$ cat config.mk
export PLATFORM = sky130hd
export DESIGN_NAME = npc_lsu_flat
export DESIGN_NICKNAME = d
export VERILOG_FILES = /design/src/rtl/npc_lsu_pkg.sv /design/src/rtl/npc_lsu_if.sv /design/src/rtl/npc_lsu_align.sv /design/src/rtl/npc_lsu.sv /design/src/flat_wrapper.sv
export SDC_FILE = /design/constraint.sdc
export NUM_CORES = 1
export LEC_CHECK = 0
export CAP_MARGIN = 0
export CELL_PAD_IN_SITES_DETAIL_PLACEMENT = 1
export CELL_PAD_IN_SITES_GLOBAL_PLACEMENT = 2
export CORE_MARGIN = 2
export CORE_UTILIZATION = 30
export CTS_BUF_LIST = sky130_fd_sc_hd__clkbuf_8
export DETAILED_ROUTE_END_ITERATION = 10
export GPL_TIMING_DRIVEN = 0
export MAX_ROUTING_LAYER = met4
export PLACE_DENSITY_LB_ADDON = 0.1
export SLEW_MARGIN = 40
export SYNTH_ARGS = -nofsm -noshare
export SYNTH_HDL_FRONTEND = slang
export SYNTH_SLANG_ARGS = --single-unit
export TNS_END_PERCENT = 1
$ cat constraint.sdc
create_clock -name clk -period 4.62 [get_ports clk]
set_input_delay 0.462 -clock clk [delete_from_list [all_inputs] [get_ports clk]]
set_output_delay 0.462 -clock clk [all_outputs]
set_load 0.05 [all_outputs]
$ cat src/rtl/npc_lsu_pkg.sv
// Shared types and helpers for the NPC load/store unit.
// Latency: n/a (declarations only).
// Backpressure: n/a.
package npc_lsu_pkg;

    typedef enum logic [1:0] {
        ST_IDLE,
        ST_MREQ,
        ST_MWAIT,
        ST_RESP
    } lsu_state_e;

    localparam logic [1:0] SZ_B = 2'd0;
    localparam logic [1:0] SZ_H = 2'd1;
    localparam logic [1:0] SZ_W = 2'd2;
    localparam logic [1:0] SZ_D = 2'd3;

    // Natural alignment: the low 'size' address bits must all be zero.
    function automatic logic misaligned(input logic [2:0] ofs, input logic [1:0] size);
        logic m;
        case (size)
            SZ_B:    m = 1'b0;
            SZ_H:    m = ofs[0];
            SZ_W:    m = |ofs[1:0];
            default: m = |ofs;
        endcase
        return m;
    endfunction

endpackage

$ cat src/rtl/npc_lsu_if.sv
// Core-side and memory-side handshake bundles of the load/store unit.
// Latency: n/a (wires only).
// Backpressure: valid/ready on requests and core responses; memory responses are never stalled.
interface npc_lsu_req_if #(
    parameter int XLEN   = 32,
    parameter int ADDR_W = 32
);
    logic              req_valid;
    logic              req_ready;
    logic              req_we;
    logic [1:0]        req_size;
    logic              req_unsigned;
    logic [ADDR_W-1:0] req_addr;
    logic [XLEN-1:0]   req_wdata;
    logic              resp_valid;
    logic              resp_ready;
    logic [XLEN-1:0]   resp_rdata;
    logic              resp_err;

    modport master (
        output req_valid, req_we, req_size, req_unsigned, req_addr, req_wdata, resp_ready,
        input  req_ready, resp_valid, resp_rdata, resp_err
    );
    modport slave (
        input  req_valid, req_we, req_size, req_unsigned, req_addr, req_wdata, resp_ready,
        output req_ready, resp_valid, resp_rdata, resp_err
    );
endinterface

interface npc_lsu_mem_if #(
    parameter int  XLEN   = 32,
    parameter int  ADDR_W = 32,
    localparam int NBYTES = XLEN / 8
);
    logic              mem_req_valid;
    logic              mem_req_ready;
    logic              mem_req_we;
    logic [ADDR_W-1:0] mem_req_addr;
    logic [XLEN-1:0]   mem_req_wdata;
    logic [NBYTES-1:0] mem_req_wstrb;
    logic              mem_resp_valid;
    logic [XLEN-1:0]   mem_resp_rdata;
    logic              mem_resp_err;

    modport master (
        output mem_req_valid, mem_req_we, mem_req_addr, mem_req_wdata, mem_req_wstrb,
        input  mem_req_ready, mem_resp_valid, mem_resp_rdata, mem_resp_err
    );
    modport slave (
        input  mem_req_valid, mem_req_we, mem_req_addr, mem_req_wdata, mem_req_wstrb,
        output mem_req_ready, mem_resp_valid, mem_resp_rdata, mem_resp_err
    );
endinterface

$ cat src/rtl/npc_lsu_align.sv
// Byte-lane steering: store strobes/data placement and load extraction with sign/zero extension.
// Latency: combinational.
// Backpressure: none.
module npc_lsu_align
    import npc_lsu_pkg::*;
#(
    parameter int  XLEN   = 32,
    localparam int NBYTES = XLEN / 8,
    localparam int OFS_W  = $clog2(NBYTES)
) (
    input  logic [OFS_W-1:0]  ofs,
    input  logic [1:0]        size,
    input  logic              is_unsigned,
    input  logic [XLEN-1:0]   st_data,
    input  logic [XLEN-1:0]   ld_beat,
    output logic [NBYTES-1:0] wstrb,
    output logic [XLEN-1:0]   wdata,
    output logic [XLEN-1:0]   rdata
);
    logic [NBYTES-1:0] lane_mask;
    logic [XLEN-1:0]   ld_shift;
    logic              sign;

    always_comb begin
        lane_mask = '0;
        for (int i = 0; i < NBYTES; i++) begin
            lane_mask[i] = (i < (1 << size));
        end
    end

    assign wstrb    = lane_mask << ofs;
    assign wdata    = st_data << {ofs, 3'b000};
    assign ld_shift = ld_beat >> {ofs, 3'b000};

    // A full-width access leaves every bit below 8<<size, so nothing is extended.
    always_comb begin
        case (size)
            SZ_B:    sign = ld_shift[7];
            SZ_H:    sign = ld_shift[15];
            default: sign = ld_shift[31];
        endcase
        sign  = sign & ~is_unsigned;
        rdata = ld_shift;
        for (int i = 0; i < XLEN; i++) begin
            if (i >= (8 << size)) rdata[i] = sign;
        end
    end

endmodule

$ cat src/rtl/npc_lsu.sv
// Load/store unit: one core request -> at most one memory beat -> one extended response.
// Latency: 3 cycles accept-to-response with a zero-wait memory, 1 cycle for rejected accesses.
// Backpressure: req_ready only in IDLE; memory request and response held until their ready.
module npc_lsu
    import npc_lsu_pkg::*;
#(
    parameter int XLEN   = 32,
    parameter int ADDR_W = 32
) (
    input  logic          clk,
    input  logic          reset,
    npc_lsu_req_if.slave  core,
    npc_lsu_mem_if.master mem
);
    localparam int NBYTES = XLEN / 8;
    localparam int OFS_W  = $clog2(NBYTES);

    lsu_state_e        state, state_n;
    logic              r_we;
    logic              r_unsigned;
    logic              r_err;
    logic [1:0]        r_size;
    logic [ADDR_W-1:0] r_addr;
    logic [XLEN-1:0]   r_wdata;
    logic [XLEN-1:0]   r_rdata;

    logic [NBYTES-1:0] al_wstrb;
    logic [XLEN-1:0]   al_wdata;
    logic [XLEN-1:0]   al_rdata;
    logic              bad_req;

    assign bad_req = misaligned(core.req_addr[2:0], core.req_size)
                   || (core.req_size == SZ_D && XLEN < 64);

    npc_lsu_align #(.XLEN(XLEN)) u_align (
        .ofs         (r_addr[OFS_W-1:0]),
        .size        (r_size),
        .is_unsigned (r_unsigned),
        .st_data     (r_wdata),
        .ld_beat     (mem.mem_resp_rdata),
        .wstrb       (al_wstrb),
        .wdata       (al_wdata),
        .rdata       (al_rdata)
    );

    always_ff @(posedge clk or posedge reset) begin
        if (reset) state <= ST_IDLE;
        else       state <= state_n;
    end

    // Bus outputs are zero outside their own state so an idle LSU presents a quiet bus.
    always_comb begin
        state_n            = state;
        core.req_ready     = 1'b0;
        core.resp_valid    = 1'b0;
        core.resp_rdata    = '0;
        core.resp_err      = 1'b0;
        mem.mem_req_valid  = 1'b0;
        mem.mem_req_we     = 1'b0;
        mem.mem_req_addr   = '0;
        mem.mem_req_wdata  = '0;
        mem.mem_req_wstrb  = '0;
        case (state)
            ST_IDLE: begin
                core.req_ready = 1'b1;
                if (core.req_valid) state_n = bad_req ? ST_RESP : ST_MREQ;
            end
            ST_MREQ: begin
                mem.mem_req_valid = 1'b1;
                mem.mem_req_we    = r_we;
                mem.mem_req_addr  = {r_addr[ADDR_W-1:OFS_W], {OFS_W{1'b0}}};
                mem.mem_req_wdata = r_we ? al_wdata : '0;
                mem.mem_req_wstrb = r_we ? al_wstrb : '0;
                if (mem.mem_req_ready) state_n = ST_MWAIT;
            end
            ST_MWAIT: begin
                if (mem.mem_resp_valid) state_n = ST_RESP;
            end
            ST_RESP: begin
                core.resp_valid = 1'b1;
                core.resp_rdata = r_rdata;
                core.resp_err   = r_err;
                if (core.resp_ready) state_n = ST_IDLE;
            end
            default: state_n = ST_IDLE;
        endcase
    end

    always_ff @(posedge clk or posedge reset) begin
        if (reset) begin
            r_we       <= 1'b0;
            r_unsigned <= 1'b0;
            r_err      <= 1'b0;
            r_size     <= SZ_B;
            r_addr     <= '0;
            r_wdata    <= '0;
            r_rdata    <= '0;
        end else if (state == ST_IDLE && core.req_valid) begin
            r_we       <= core.req_we;
            r_unsigned <= core.req_unsigned;
            r_size     <= core.req_size;
            r_addr     <= core.req_addr;
            r_wdata    <= core.req_wdata;
            r_err      <= bad_req;
            r_rdata    <= '0;
        end else if (state == ST_MWAIT && mem.mem_resp_valid) begin
            r_err      <= mem.mem_resp_err;
            r_rdata    <= (r_we || mem.mem_resp_err) ? '0 : al_rdata;
        end
    end

endmodule

$ cat src/flat_wrapper.sv
// flat-port wrapper written by rule: the top's interface ports become plain ports
module npc_lsu_flat import npc_lsu_pkg::*;
#(
    parameter int XLEN   = 32,
    parameter int ADDR_W = 32
)
  (clk, reset, core_req_valid, core_req_we, core_req_size, core_req_unsigned, core_req_addr, core_req_wdata, core_resp_ready, core_req_ready, core_resp_valid, core_resp_rdata, core_resp_err, mem_mem_req_valid, mem_mem_req_we, mem_mem_req_addr, mem_mem_req_wdata, mem_mem_req_wstrb, mem_mem_req_ready, mem_mem_resp_valid, mem_mem_resp_rdata, mem_mem_resp_err);
  npc_lsu_req_if #(.XLEN(XLEN), .ADDR_W(ADDR_W)) core_i ();
  npc_lsu_mem_if #(.XLEN(XLEN), .ADDR_W(ADDR_W)) mem_i ();
  input  logic clk;
  input  logic reset;
  input wire logic [$bits(core_i.req_valid)-1:0] core_req_valid;
  input wire logic [$bits(core_i.req_we)-1:0] core_req_we;
  input wire logic [$bits(core_i.req_size)-1:0] core_req_size;
  input wire logic [$bits(core_i.req_unsigned)-1:0] core_req_unsigned;
  input wire logic [$bits(core_i.req_addr)-1:0] core_req_addr;
  input wire logic [$bits(core_i.req_wdata)-1:0] core_req_wdata;
  input wire logic [$bits(core_i.resp_ready)-1:0] core_resp_ready;
  output wire logic [$bits(core_i.req_ready)-1:0] core_req_ready;
  output wire logic [$bits(core_i.resp_valid)-1:0] core_resp_valid;
  output wire logic [$bits(core_i.resp_rdata)-1:0] core_resp_rdata;
  output wire logic [$bits(core_i.resp_err)-1:0] core_resp_err;
  output wire logic [$bits(mem_i.mem_req_valid)-1:0] mem_mem_req_valid;
  output wire logic [$bits(mem_i.mem_req_we)-1:0] mem_mem_req_we;
  output wire logic [$bits(mem_i.mem_req_addr)-1:0] mem_mem_req_addr;
  output wire logic [$bits(mem_i.mem_req_wdata)-1:0] mem_mem_req_wdata;
  output wire logic [$bits(mem_i.mem_req_wstrb)-1:0] mem_mem_req_wstrb;
  input wire logic [$bits(mem_i.mem_req_ready)-1:0] mem_mem_req_ready;
  input wire logic [$bits(mem_i.mem_resp_valid)-1:0] mem_mem_resp_valid;
  input wire logic [$bits(mem_i.mem_resp_rdata)-1:0] mem_mem_resp_rdata;
  input wire logic [$bits(mem_i.mem_resp_err)-1:0] mem_mem_resp_err;
  assign core_i.req_valid = core_req_valid;
  assign core_i.req_we = core_req_we;
  assign core_i.req_size = core_req_size;
  assign core_i.req_unsigned = core_req_unsigned;
  assign core_i.req_addr = core_req_addr;
  assign core_i.req_wdata = core_req_wdata;
  assign core_i.resp_ready = core_resp_ready;
  assign core_req_ready = core_i.req_ready;
  assign core_resp_valid = core_i.resp_valid;
  assign core_resp_rdata = core_i.resp_rdata;
  assign core_resp_err = core_i.resp_err;
  assign mem_mem_req_valid = mem_i.mem_req_valid;
  assign mem_mem_req_we = mem_i.mem_req_we;
  assign mem_mem_req_addr = mem_i.mem_req_addr;
  assign mem_mem_req_wdata = mem_i.mem_req_wdata;
  assign mem_mem_req_wstrb = mem_i.mem_req_wstrb;
  assign mem_i.mem_req_ready = mem_mem_req_ready;
  assign mem_i.mem_resp_valid = mem_mem_resp_valid;
  assign mem_i.mem_resp_rdata = mem_mem_resp_rdata;
  assign mem_i.mem_resp_err = mem_mem_resp_err;
  npc_lsu #(.XLEN(XLEN), .ADDR_W(ADDR_W)) u_core (.clk(clk), .reset(reset), .core(core_i), .mem(mem_i));
endmodule
# == Word-level counts from Yosys, hierarchy flattened ==
# Cells that the tools add are included.
# W data, S select, Z words.
# totals
regBits,103
latchBits,0
mem_bits_rw,0
mem_bits_ro,0
inputBits,107
output_inout_bits,105
elab_cells,129
memories,0
# classes
addsub,0
n_mul,0
n_div,0
order_cmp,36
eq_ne,11
shift,5
n_mux,56
bitwise_logic,2
n_reduce_logical,11
# op_table
cell,count
$ge A6 B32 Y1 const A,16
$ge A5 B32 Y1 const A,8
$mux W32,7
$ge A4 B32 Y1 const A,4
$ge A3 B32 Y1 const A,2
$lt A3 B32 Y1 const A,2
$mux W1,39
$ge A1 B32 Y1 const A,1
$ge A2 B32 Y1 const A,1
$lt A1 B32 Y1 const A,1
$lt A2 B32 Y1 const A,1
$shl A1 B2 Y32 const A,1
$shl A32 B5 Y32,1
$shl A4 B2 Y32 const A,1
$shr A32 B5 Y32,1
$mux W2,5
$eq A2 B2 Y1 const B,4
$mux W4,2
$ne A2 B2 Y1 const B,4
$pmux W2 S4,1
$eq A2 B1 Y1 const B,3
$logic_not A2 Y1,3
$reduce_and A4 Y1,1
$shl A4 B2 Y4,1
other kinds (9),11

# == Depth between registers and ports, before layout ==
# logic_depth
depth_word,7
mapped_depth,8
mapped_depth_nobuf,6

# == Hierarchy ==
# Synthesis repeated with hierarchy kept, for this count alone.
# hier_totals
cells_unflattened,744
hier_area_um2,6349.8
# modules_own_cells
mod,n_inst,cells_each,area_each_um2,seq_area_each_um2
npc_lsu,1,540,5013.6,2577.5
npc_lsu_align,1,204,1336.3,0.0

# == Worst setup path after synthesis ==
# No wires, ideal clock.
# synth_timing
kind,register to output
startpoint,register u_core.state[1]
endpoint,output port mem_mem_req_wdata[0]
arrival_time_ps,2891
slack_ps,1267
path_stages_with_launch,8
cell_sequence,dfrtp_1 -> inv_1 -> ha_1 -> nand2_1 -> or2_1 -> clkbuf_1 -> nor2_1 -> and2_1
# synth_between
elab_chain_cells,2
# synth_lines
element,line_no,text
start: declaration,npc_lsu.sv:18,"lsu_state_e state, state_n;"
start signal: assignment,npc_lsu.sv:48,else state <= state_n;
$eq A2 B1 Y1,npc_lsu.sv:63,case (state)
$mux W32,npc_lsu.sv:63,
end: declaration,flat_wrapper.sv:26,output wire logic [$bits(mem_i.mem_req_wdata)-1:0] mem_mem_req_wdata;
# Every way passes these cells.

# == Worst setup path in the final report ==
# layout_timing
startpoint,register u_core.r_addr[1]
endpoint,output port mem_mem_req_wstrb[2]
# layout_between
elab_chain_cells,3
# layout_lines
element,line_no,text
start: declaration,npc_lsu.sv:23,logic [ADDR_W-1:0] r_addr;
start signal: assignment,npc_lsu.sv:102,r_addr <= core.req_addr;
$shl A4 B2 Y4,npc_lsu_align.sv:31,assign wstrb = lane_mask << ofs;
$mux W4,npc_lsu.sv:73,mem.mem_req_wstrb = r_we ? al_wstrb : '0;
$mux W4,npc_lsu.sv:63,
end: declaration,flat_wrapper.sv:27,output wire logic [$bits(mem_i.mem_req_wstrb)-1:0] mem_mem_req_wstrb;
# Every way passes these cells.

==> out/results.env <==
OUTCOME='finished, final reports clean'
DIE_WIDTH_UM=140
NET-SWITCHING-POWER_W=0.00241
CRITICAL-PATH-SLOWEST-CELL='sky130_fd_sc_hd__clkdlybuf4s50_1'
LAYOUT.CELL_AREA.NON_FILLER_UM2=8100
WORST_VDD_IR_uV=269
REPORT.FINAL.SETUP_VIOL=0
FIRST_GLOBAL_VIAS=5323
PWR-SHARE-CLK_PCT=10.4
SYNTH.FF_LATCH_COUNT=103
CTS-RESIZED-GATES=0
ASYNCSETRESETFLOPFRACSYNTH_PCT=100
ANTENNA_CELLS_INSERTED=0
CTS_TREE='built'
SYNTH_ENABLE_FLOP_CELLS=0
TIMING.CRITICAL_PATH.CELLS='buf_2 -> buf_1 -> clkbuf_1 -> nor2_1 -> a221oi_1 -> clkdlybuf4s50_1'
STATIC_LEAKAGE_nW=3.32
NUM_VIAS=4699
RR_STARTPOINT='u_core.state[0]'
CRITPATHLAUNCHTYPE='flop'
CTS.SINK_COUNT=103
CRITPATHARRIVALTIME_PS=3610
GP_CONGESTION=0.814
FLOORPLAN_CORE_AREA_UM2=18000
POST_SYNTH_MAIN_AREA_CONTRIBUTORS='sky130_fd_sc_hd__dfrtp_1, sky130_fd_sc_hd__mux2_2, sky130_fd_sc_hd__and2_1'
CLK_PIN_SLEW_WORST_PATHS_PS=100
SYN_AREA_UM2=5510
SYNTH_CELL_TYPE_COUNT=42
REQUIRED_PS=4160
DRT_PRE_ANTENNA_ITERS=4
HOLD_BUFFERS=0
REMAINING_DRC_ERRORS=0
SLEW_AT_THE_PIN_WITH_THE_WORST_MAX_SLEW_SLACK_PS=796
MIN_PERIOD_OVER_PERIOD_PCT=88.1
DESIGN.PORTCOUNT=212
MAXSLEWHEADROOM_PCT=46.9
FRACTION_OF_SYNTHESIZED_CELL_AREA_TAKEN_BY_THE_TOP_AREA_CELL_TYPE_PCT=46.8
ANTENNA_FOUND_INITIAL=0
PORTBUFFERS=209
STD_CELL_ROWS=49
LAYOUT-AREA-OVERHEAD-VS-SYNTH_PCT=47.1
ROUTED_VIA_DENSITY=4.91
WORST_R2R_ENDPOINT='u_core.r_rdata[21]'
DESIGN.DIE.AREA_UM2=19500
CTS_BUFFER_DEPTH=2
CLOCK_SKEW_PS=9.11
WL_MM=19.4
GRT_OVERFLOW_TOTAL=0
MULTI_INPUT_COMBINATIONAL_CELL_AREA_UM2=2730
NETLIST_TOP_CELLS_COUNT='sky130_fd_sc_hd__dfrtp_1, sky130_fd_sc_hd__mux2_2, sky130_fd_sc_hd__and2_1'
POST_ROUTE_MINIMUM_PERIOD_PS=4070
RSZ0062_AT_GRT='false'
ROUTE.DETAILED.WL_PER_INST_UM=20.2
PWR-SHARE-SEQ_PCT=30.9
TIMING.HOLD.WS_PS=426
SYN_AVG_CELL_AREA_UM2=11.0
FF_LATCH_AREA_UM2=2580
WORST-R2R-SETUP-SLACK_PS=2130
GRT_START_MAX_NET_PINS=75
INTERNAL-POWER_W=0.00276
WORST_SKEW_PAIR.LATE_LATENCY_PS=380
NUMBER_OF_PINS_WITH_NEGATIVE_MAX_SLEW_SLACK_IN_THE_FINAL_REPORT=0
INITIAL_CORE_UTIL_PCT=30.7
TIMING.MAX_CAP.VIOLATIONS=0
POST_CTS.REPAIR.SETUP_BUFFERS=0
SYNTHESIS.INSTANCES=501
STARTING_DRT_DRC_COUNT=140
CP_MAX_FO=10
FLOORPLAN.DIE.HEIGHT_UM=140
WORST_SETUP_PATH_END_KIND='primary output'
P_PER_AREA_nW_PER_UM2=638
CELL_TYPE_WITH_THE_LARGEST_TOTAL_AREA_AFTER_SYNTHESIS='sky130_fd_sc_hd__dfrtp_1'
DPL.CELL_COUNT=941
PWR-SHARE-COMB_PCT=58.7
CLOCK_BUFFERS_CREATED_BY_TRITONCTS=9
POWER.SWITCHING_FRACTION_PCT=46.7
UTIL_AFTER_LAYOUT_PCT=45.1
SYNTHMOSTINSTANTIATEDCELL='sky130_fd_sc_hd__dfrtp_1'
DPL.HPWL_MM=14.8
CLOCK.FMAX_MHz=246
FINAL_LAYOUT_SIZE_SUFFIX_GT1_SHARE_PCT=14.8
PLACED_AREA_UM2=7930
HOLD_PATH.CLASS='in2async'
YS_DOMINANT_REG_CELL='sky130_fd_sc_hd__dfrtp_1'
SLOWEST_DELAY_PS=920
WORSTSETUPPATHTYPE='reg2out'
GRT_FIRST_PASS_WIRELENGTH_MM=30.6
N_FILL_CELL=1986
FIN_NETS=834
WORST_R2R_PATH_DEPTH=8
DETAIL-ROUTE-ANTENNA-NETS=0
HTREEDEPTH=3
YOSYSSEQAREASHARE_PCT=46.8
TOTAL_OF_WARNINGS_RAISED_BY_YOSYS=0
FINAL_HOLD_VIOL_COUNT=0
GROUTE.USAGE.OVERALL_PCT=20.8
STDCELL_COUNT=957
CLK_ROOT_BUFFER_CELL='sky130_fd_sc_hd__clkbuf_8'
[worst max-delay path, delay by kind of cell (launching register included)]
family	cells	cell delay [ps]
and+or+nand+nor	1	130
AOI/OAI and AO/OA	1	330
buffers and inverters	4	2320
DFF	1	450
[cell families (layout without fill, tap and decap cells)]
family,Yosys count,after routing,synth area share [%]
and+or+nand+nor,144,144,14.5
DFF,103,103,46.8
AOI/OAI and AO/OA,91,91,11.9
buffers and inverters,47,273,3.72
muxes,111,111,22.1
adders and majority gates,4,4,0.909
other,1,2,0.0681
[final cells by class]
type	count	share of cell area, %
clock buffer	11	1.87
sequential	103	31.8
inverter	9	0.510
tap	229	3.54
timing repair buffer	210	26.2
buffer	38	2.12
clock inverter	5	0.309
multi-input combinational	352	33.7
[routing by layer]
metal	share of wire (%)	vias up	GRT usage, %
met1	45	2335	26.2
met5	0	-	-
met4	1.1	0	5.10
met2	48	134	33.6
met3	6.6	18	5.44
li1	-	2212	-
[worst max-delay path by stage]
stage                startpoint              endpoint  slack, ps
2_1_floorplan   u_core.state[1]  mem_mem_req_wdata[0]       1270
3_3_place_gp              reset    u_core.r_rdata[30]       -270
3_5_place_dp    u_core.state[1]  mem_mem_req_wdata[1]        880
4_1_cts         u_core.state[1]  mem_mem_req_wdata[1]        430
5_1_grt         u_core.state[1]  mem_mem_req_wdata[0]        320
6_report       u_core.r_addr[1]  mem_mem_req_wstrb[2]        550
[power by group through the flow]
stage	clock network (W)	registers, W	logic (W)
after floorplan	0	0.00151	0.00213
after global placement	0	0.00159	0.00300
after detailed placement	0	0.00162	0.00306
after CTS	0.000563	0.00160	0.00308
after global routing	0.000595	0.00167	0.00327
final	0.000540	0.00160	0.00303
[placed cells by master (no fill, tap or decap), types with 15 or more instances in the layout]
cell and n:
sky130_fd_sc_hd__clkdlybuf4s50_1 209, sky130_fd_sc_hd__dfrtp_1 103, sky130_fd_sc_hd__mux2_2 76, sky130_fd_sc_hd__and2_1 72, sky130_fd_sc_hd__nor2_1 37, sky130_fd_sc_hd__mux2i_1 34, sky130_fd_sc_hd__clkbuf_1 27, sky130_fd_sc_hd__a21oi_1 21
sky130_fd_sc_hd__a221o_1 16, sky130_fd_sc_hd__a211oi_1 16, sky130_fd_sc_hd__o21ai_0 15
[state kept, by name, summed over array words and instances (netlist names)]
register	cells
u_core.r_addr	32
u_core.r_size	2
u_core.r_err	1
u_core.r_rdata	32
u_core.r_we	1
u_core.r_wdata	32
u_core.r_unsigned	1
u_core.state	2
[through the flow]
stage	setup TNS (ps)	power, W	setup slack, ps
after global placement	-27310	0.00459	-273
after detailed placement	0	0.00468	884
final	0	0.00517	548
after global routing	0	0.00553	321
after floorplan	0	0.00364	1270
after CTS	0	0.00524	429
No activity file was read; power rests on OpenSTA's default activity.
